`config.mk`:
```
export PLATFORM = sky130hd
export DESIGN_NAME = lsu_ram_ctrl
export DESIGN_NICKNAME = d
export VERILOG_FILES = /design/src/rtl/lsu_ram_ctrl.sv
export SDC_FILE = /design/constraint.sdc
export NUM_CORES = 1
export LEC_CHECK = 0
export ABC_CLOCK_PERIOD_IN_PS = 2700
export CAP_MARGIN = 30
export CORE_MARGIN = 1
export CORE_UTILIZATION = 43
export CTS_CLUSTER_DIAMETER = 50
export DETAILED_ROUTE_END_ITERATION = 6
export PLACE_DENSITY = 0.79
export SLEW_MARGIN = 20
export SYNTH_ARGS = -nofsm -noshare
export SYNTH_HDL_FRONTEND = slang
export SYNTH_SLANG_ARGS = --single-unit
```
`constraint.sdc`:
```
create_clock -name clk -period 2.7 [get_ports clk]
set_input_delay 0.675 -clock clk [delete_from_list [all_inputs] [get_ports clk]]
set_output_delay 0.675 -clock clk [all_outputs]
set_load 0.01 [all_outputs]
```
`src/rtl/lsu_ram_ctrl.sv`:
```
// rtl/lsu_ram_ctrl.sv - RV32I load/store adapter onto a word-wide dual-port data RAM
//
// Converts LB/LH/LW/LBU/LHU/SB/SH/SW requests from the MEM stage into RAM port
// activity. Aligned SW writes straight through with no stall. SB/SH use a
// read-modify-write: the word is read in the accept cycle and merged/written
// back in RMW_MERGE. Loads read in the accept cycle and the extended result is
// registered in LOAD_WAIT, so it appears two cycles after accept.
//
// Ports:
//   clk, rst          clock, synchronous active-low reset
//   req_*             MEM-stage request (valid/we/funct3/addr/wdata), req_ready handshake
//   rsp_valid/rdata   load response (1-cycle pulse, data held until next response)
//   err_o             1-cycle pulse after accepting a misaligned/illegal request
//   ram_w_*           RAM write port (enable, word address, data)
//   ram_r_*           RAM read port (enable, word address, data one cycle later)

module lsu_ram_ctrl #(
    parameter int AW = 12,
    parameter int DW = 32
) (
    input  logic          clk,
    input  logic          rst,
    input  logic          req_valid,
    input  logic          req_we,
    input  logic [2:0]    req_funct3,
    input  logic [31:0]   req_addr,
    input  logic [DW-1:0] req_wdata,
    output logic          req_ready,
    output logic          rsp_valid,
    output logic [DW-1:0] rsp_rdata,
    output logic          err_o,
    output logic          ram_w_en,
    output logic [AW-1:0] ram_w_addr,
    output logic [DW-1:0] ram_w_data,
    output logic          ram_r_en,
    output logic [AW-1:0] ram_r_addr,
    input  logic [DW-1:0] ram_r_data
);

    typedef enum logic [1:0] {
        IDLE      = 2'd0,
        LOAD_WAIT = 2'd1,
        RMW_MERGE = 2'd2
    } state_t;

    state_t          r_state;
    state_t          w_next;

    logic [2:0]      r_funct3;
    logic [1:0]      r_off;
    logic [AW-1:0]   r_widx;
    logic [15:0]     r_wdata;
    logic            r_rsp_valid;
    logic [DW-1:0]   r_rsp_rdata;
    logic            r_err;

    logic [AW-1:0]   w_widx;
    logic            w_legal;
    logic            w_misaligned;
    logic            w_bad;
    logic            w_accept;
    logic [7:0]      w_byte;
    logic [15:0]     w_half;
    logic [DW-1:0]   w_load;
    logic [DW-1:0]   w_merged;

    // Address bits above the RAM word index are intentionally ignored.
    logic            w_unused_addr;
    assign w_unused_addr = &{1'b0, req_addr[31:AW+2]};

    assign w_widx = req_addr[AW+1:2];

    // Loads: 000,001,010,100,101. Stores: 000,001,010 only.
    assign w_legal = req_we ? (!req_funct3[2] && (req_funct3[1:0] != 2'b11))
                            : ((req_funct3[1:0] != 2'b11) && !(req_funct3[2] && req_funct3[1]));

    assign w_misaligned = ((req_funct3[1:0] == 2'b01) && req_addr[0]) ||
                          ((req_funct3[1:0] == 2'b10) && (req_addr[1:0] != 2'b00));

    assign w_bad    = !w_legal || w_misaligned;
    assign w_accept = req_valid && req_ready;

    // Load extraction from the word returned by the RAM in LOAD_WAIT.
    assign w_byte = ram_r_data[{r_off, 3'b000} +: 8];
    assign w_half = r_off[1] ? ram_r_data[31:16] : ram_r_data[15:0];

    always_comb begin
        w_load = ram_r_data;
        case (r_funct3)
            3'b000:  w_load = {{24{w_byte[7]}}, w_byte};
            3'b001:  w_load = {{16{w_half[15]}}, w_half};
            3'b100:  w_load = {24'd0, w_byte};
            3'b101:  w_load = {16'd0, w_half};
            default: w_load = ram_r_data;
        endcase
    end

    // Sub-word store merge: funct3[0] distinguishes SH from SB.
    always_comb begin
        w_merged = ram_r_data;
        if (r_funct3[0]) begin
            if (r_off[1]) begin
                w_merged[31:16] = r_wdata;
            end else begin
                w_merged[15:0] = r_wdata;
            end
        end else begin
            w_merged[{r_off, 3'b000} +: 8] = r_wdata[7:0];
        end
    end

    // Next state and RAM port drive. Everything is forced low while rst is
    // asserted so nothing reaches the RAM from a dropped operation.
    always_comb begin
        w_next     = r_state;
        req_ready  = 1'b0;
        ram_w_en   = 1'b0;
        ram_w_addr = '0;
        ram_w_data = '0;
        ram_r_en   = 1'b0;
        ram_r_addr = '0;
        if (rst) begin
            case (r_state)
                IDLE: begin
                    req_ready = 1'b1;
                    if (req_valid && !w_bad) begin
                        if (!req_we) begin
                            ram_r_en   = 1'b1;
                            ram_r_addr = w_widx;
                            w_next     = LOAD_WAIT;
                        end else if (req_funct3[1:0] == 2'b10) begin
                            ram_w_en   = 1'b1;
                            ram_w_addr = w_widx;
                            ram_w_data = req_wdata;
                        end else begin
                            ram_r_en   = 1'b1;
                            ram_r_addr = w_widx;
                            w_next     = RMW_MERGE;
                        end
                    end
                end
                LOAD_WAIT: begin
                    w_next = IDLE;
                end
                RMW_MERGE: begin
                    ram_w_en   = 1'b1;
                    ram_w_addr = r_widx;
                    ram_w_data = w_merged;
                    w_next     = IDLE;
                end
                default: begin
                    w_next = IDLE;
                end
            endcase
        end
    end

    always_ff @(posedge clk) begin
        if (!rst) begin
            r_state     <= IDLE;
            r_funct3    <= '0;
            r_off       <= '0;
            r_widx      <= '0;
            r_wdata     <= '0;
            r_rsp_valid <= 1'b0;
            r_rsp_rdata <= '0;
            r_err       <= 1'b0;
        end else begin
            r_state     <= w_next;
            r_err       <= w_accept && w_bad;
            r_rsp_valid <= (r_state == LOAD_WAIT);
            if (r_state == LOAD_WAIT) begin
                r_rsp_rdata <= w_load;
            end
            if (w_accept) begin
                r_funct3 <= req_funct3;
                r_off    <= req_addr[1:0];
                r_widx   <= w_widx;
                r_wdata  <= req_wdata[15:0];
            end
        end
    end

    assign rsp_valid = r_rsp_valid;
    assign rsp_rdata = r_rsp_rdata;
    assign err_o     = r_err;

endmodule

```
==> run metrics, run 1 <==
final-report setup violation count=16; cell area reported after detailed placement=6840 um^2; reg-to-reg critical path endpoint=rsp_rdata[3]; final worst path period share=1.02; Post-Syn Instances=565; hold-fix buffer count after cts=0; Worst Path Max Fanout=4; critical path startpoint=r_off[1]; via total after detailed routing=5,784; Syn Area/Cell=8.09 um^2; IO Pins=196; Synth cell types=49; worst voltage drop across the vdd grid=0.000281 V; Arrival @ worst endpoint=2080 ps; Max Root-Sink Buffers=2; number of endpoints with negative hold slack in the final report=0; clk_lat worst skew=360 ps; worst hold slack after final layout=461 ps; clock root cell=clkbuf_8; Initial Util=0.443; TritonCTS clock tree=built; final max-slew violation count=0; initial antenna violation count=0; Power Density=413 nW/um^2; Relative slew margins=0.383; Maximum Capacitance Violations=0; number of buffers created by CTS=9; Clock Pin Slew Worst Setup and Hold Paths=90 ps; H-tree Lvls=3; post-DR wirelength/cell=20.3 um; overflow left after global routing=0; run status=finished with violations; maximum number of pins on one net before global-route repair=65; area of the die=11,100 um^2; final non-filler cell total=938; antenna cell count=0; post-detailed-route count of antenna-violating nets=0; number of remaining DRC errors=0; violated checks=setup timing; post-layout net count=905; Worst Reg-to-Reg Cells=6; number of enable flip-flop cells after synthesis=0; relative area change from synthesis to final layout=60.3%; fraction of final layout cells sized beyond drive strength 1=0.273; Layout Skew=11.5 ps; Mapped Nets=673; global-route wire length before repair=29.3 mm; classification of the worst-slack hold path=flip-flop to flip-flop; flop2flop setup slack=660 ps; number of DRC violations after detailed-routing iteration 0=555; buffers added on ports=177; fraction of registers with async set or reset after synthesis=0; RSZ-0062 raised after global routing=true; number of synthesized register bits=69; data required time at the worst endpoint=2030 ps; post-synthesis sequential area ratio=0.302; Fmax achieved=362 MHz; r2r startpoint=r_funct3[0]; total routing resource utilization after global routing=0.341; via count of the first global-routing pass=5,584; count of placed standard cells including taps=896; final cell utilization of the core=0.710; worst slew pin tran=925 ps; kind of end point of the critical path=primary output; YS warnings=0; Worst Setup Start Kind=flip-flop; Final Wtd Congestion=0.921; cell row count=37; final design area excluding fillers=7330 um^2; HPWL after detailed placement=13.0 mm; Critical Setup Path Class=flip-flop to primary output; post-route minimum period=2760 ps; number of vias per cell after detailed routing=6.17; Die Span X=105 um; Pre-Repair DR Iteration Count=5; crit path capture=ram_w_data[20]; sink count of the clock tree=69; core box area=10,300 um^2; top flip-flop cell by instance count after synthesis=dfxtp_1; Die Ht=105 um; Lkg Pwr=2.96 nW; min setup slack post-route=-58.9 ps; cell area after technology mapping=4570 um^2; final WL=19.0 mm
[worst min path at each step]
stage	slack [ps]	cells after the start	end	from
after floorplan	440	2	r_widx[0]	r_widx[0]
after global placement	440	2	r_widx[6]	r_widx[6]
after detailed placement	450	2	rsp_rdata[13]	rsp_rdata[13]
after CTS	460	2	rsp_rdata[13]	rsp_rdata[13]
after global routing	490	2	rsp_rdata[13]	rsp_rdata[13]
final	460	2	rsp_rdata[13]	rsp_rdata[13]
[worst max-delay path, cell delays in order, from the launching register on]
cell and delay (ps):
dfxtp_4 380, inv_6 50, ha_4 260, buf_6 120
nor4b_4 120, buf_4 140, a221o_1 300, a22o_1 200
buf_2 150
[kinds of logic (layout without fill, tap and decap cells)]
logic type / Yosys count / after routing / synth area share
multiplexers: 42 / 42 / 0.0958
adder cells (fa/ha/maj): 5 / 5 / 0.0137
buffers and inverters: 61 / 298 / 0.0618
flip-flops: 69 / 69 / 0.302
AO/OA/AOI/OAI: 234 / 234 / 0.363
AND/OR/NAND/NOR: 154 / 154 / 0.164
[area by class of cell]
type                            count  area, um^2
Fill cell                         795        2990
Sequential cell                    69        1390
Clock buffer                       11         141
Timing Repair Buffer              273        2420
Clock inverter                      5         108
Inverter                            9        42.5
Multi-Input combinational cell    435        3050
Tap cell                          136         170
[Yosys cell counts, drive strengths merged, types with 2 or more instances]
cell type,instances,area share
nor2b,3,0.0057
ha,5,0.014
nand3,8,0.0088
o21ai,59,0.065
a221o,32,0.070
inv,6,0.0049
buf,21,0.029
o22ai,6,0.0082
or3,8,0.011
nor3,2,0.0022
a311oi,7,0.013
and2,13,0.018
a22o,44,0.084
dfxtp,69,0.30
o211ai,3,0.0049
nor4,3,0.0088
mux2i,40,0.088
nor2,4,0.0033
a31oi,3,0.0074
clkbuf,31,0.025
nor3b,4,0.0066
nand2,100,0.082
o31ai,7,0.011
a21o,6,0.0098
clkinv,3,0.0025
nand2b,3,0.0041
a21oi,63,0.077
[per-layer routing]
metal	up-vias	track usage	routed length [um]
met1	2773	0.435	7540
met4	0	0.137	632
met3	59	0.0699	1800
met5	-	0	0
met2	359	0.560	9030
li1	2593	-	-
[placed cells by master, fill, tap and decap left out, types with 2 or more instances in the layout]
master / netlist / routed
and2_4: 0 / 9
clkbuf_2: 0 / 12
inv_1: 5 / 4
nor2b_1: 2 / 2
dfxtp_1: 69 / 66
buf_8: 0 / 2
o211ai_1: 3 / 3
and2_1: 13 / 4
nor3_4: 0 / 2
nand2_1: 100 / 99
nor3b_1: 4 / 3
a22o_1: 44 / 44
buf_6: 3 / 24
mux2i_1: 40 / 40
a221o_1: 32 / 32
dlygate4sd2_1: 0 / 2
clkinv_4: 0 / 2
clkdlybuf4s50_1: 0 / 111
bufinv_16: 0 / 3
nand2b_1: 3 / 3
nor4_4: 1 / 2
a31oi_4: 1 / 2
o31ai_1: 7 / 7
clkdlybuf4s15_1: 0 / 4
a21oi_1: 53 / 53
clkbuf_8: 0 / 10
buf_2: 13 / 36
ha_4: 0 / 2
buf_12: 0 / 6
a21o_1: 6 / 6
buf_4: 4 / 74
dfxtp_4: 0 / 2
o21ai_0: 57 / 57
nand3_1: 8 / 8
ha_1: 5 / 2
a21oi_2: 10 / 10
nor2_1: 4 / 4
a311oi_1: 7 / 7
or3_1: 8 / 8
o22ai_1: 6 / 6
[through the flow]
step / power, mW / setup slack [ps] / TNS (ps)
finish: 3.02 / -58.9 / -410
detailed placement: 1.87 / -753 / -39360
floorplan: 1.50 / 156 / 0
CTS: 2.98 / -60.1 / -369
global placement: 1.86 / -708 / -37990
global route: 3.13 / -105 / -1740
[state kept, by name, indices dropped and copies added (netlist names)]
name / flops
err_o: 1
r_funct3: 3
r_off: 2
r_state: 2
r_wdata: 16
r_widx: 12
rsp_rdata: 32
rsp_valid: 1
[where the power goes]
| part | internal [mW] | switching [mW] |
|---|---|---|
| Combinational | 0.414 | 0.398 |
| Clock | 0.643 | 0.431 |
| Sequential | 1.07 | 0.0683 |
[timing repair]
action                                  in CTS  in global routing
endpoints found under the setup margin      59                 57
resized for setup                          261                 52
pin swaps                                   23                 26
cloned                                       2                  0
setup buffers                               22                  7
Note: power is estimated with default switching activity, not from simulation.
==> run 2, diff against run 1 <==
CTS_CLUSTER_SIZE = 40   (was default)
==> results of run 2 <==
The final DEF is identical to that of run 1; final timing and power are the same.
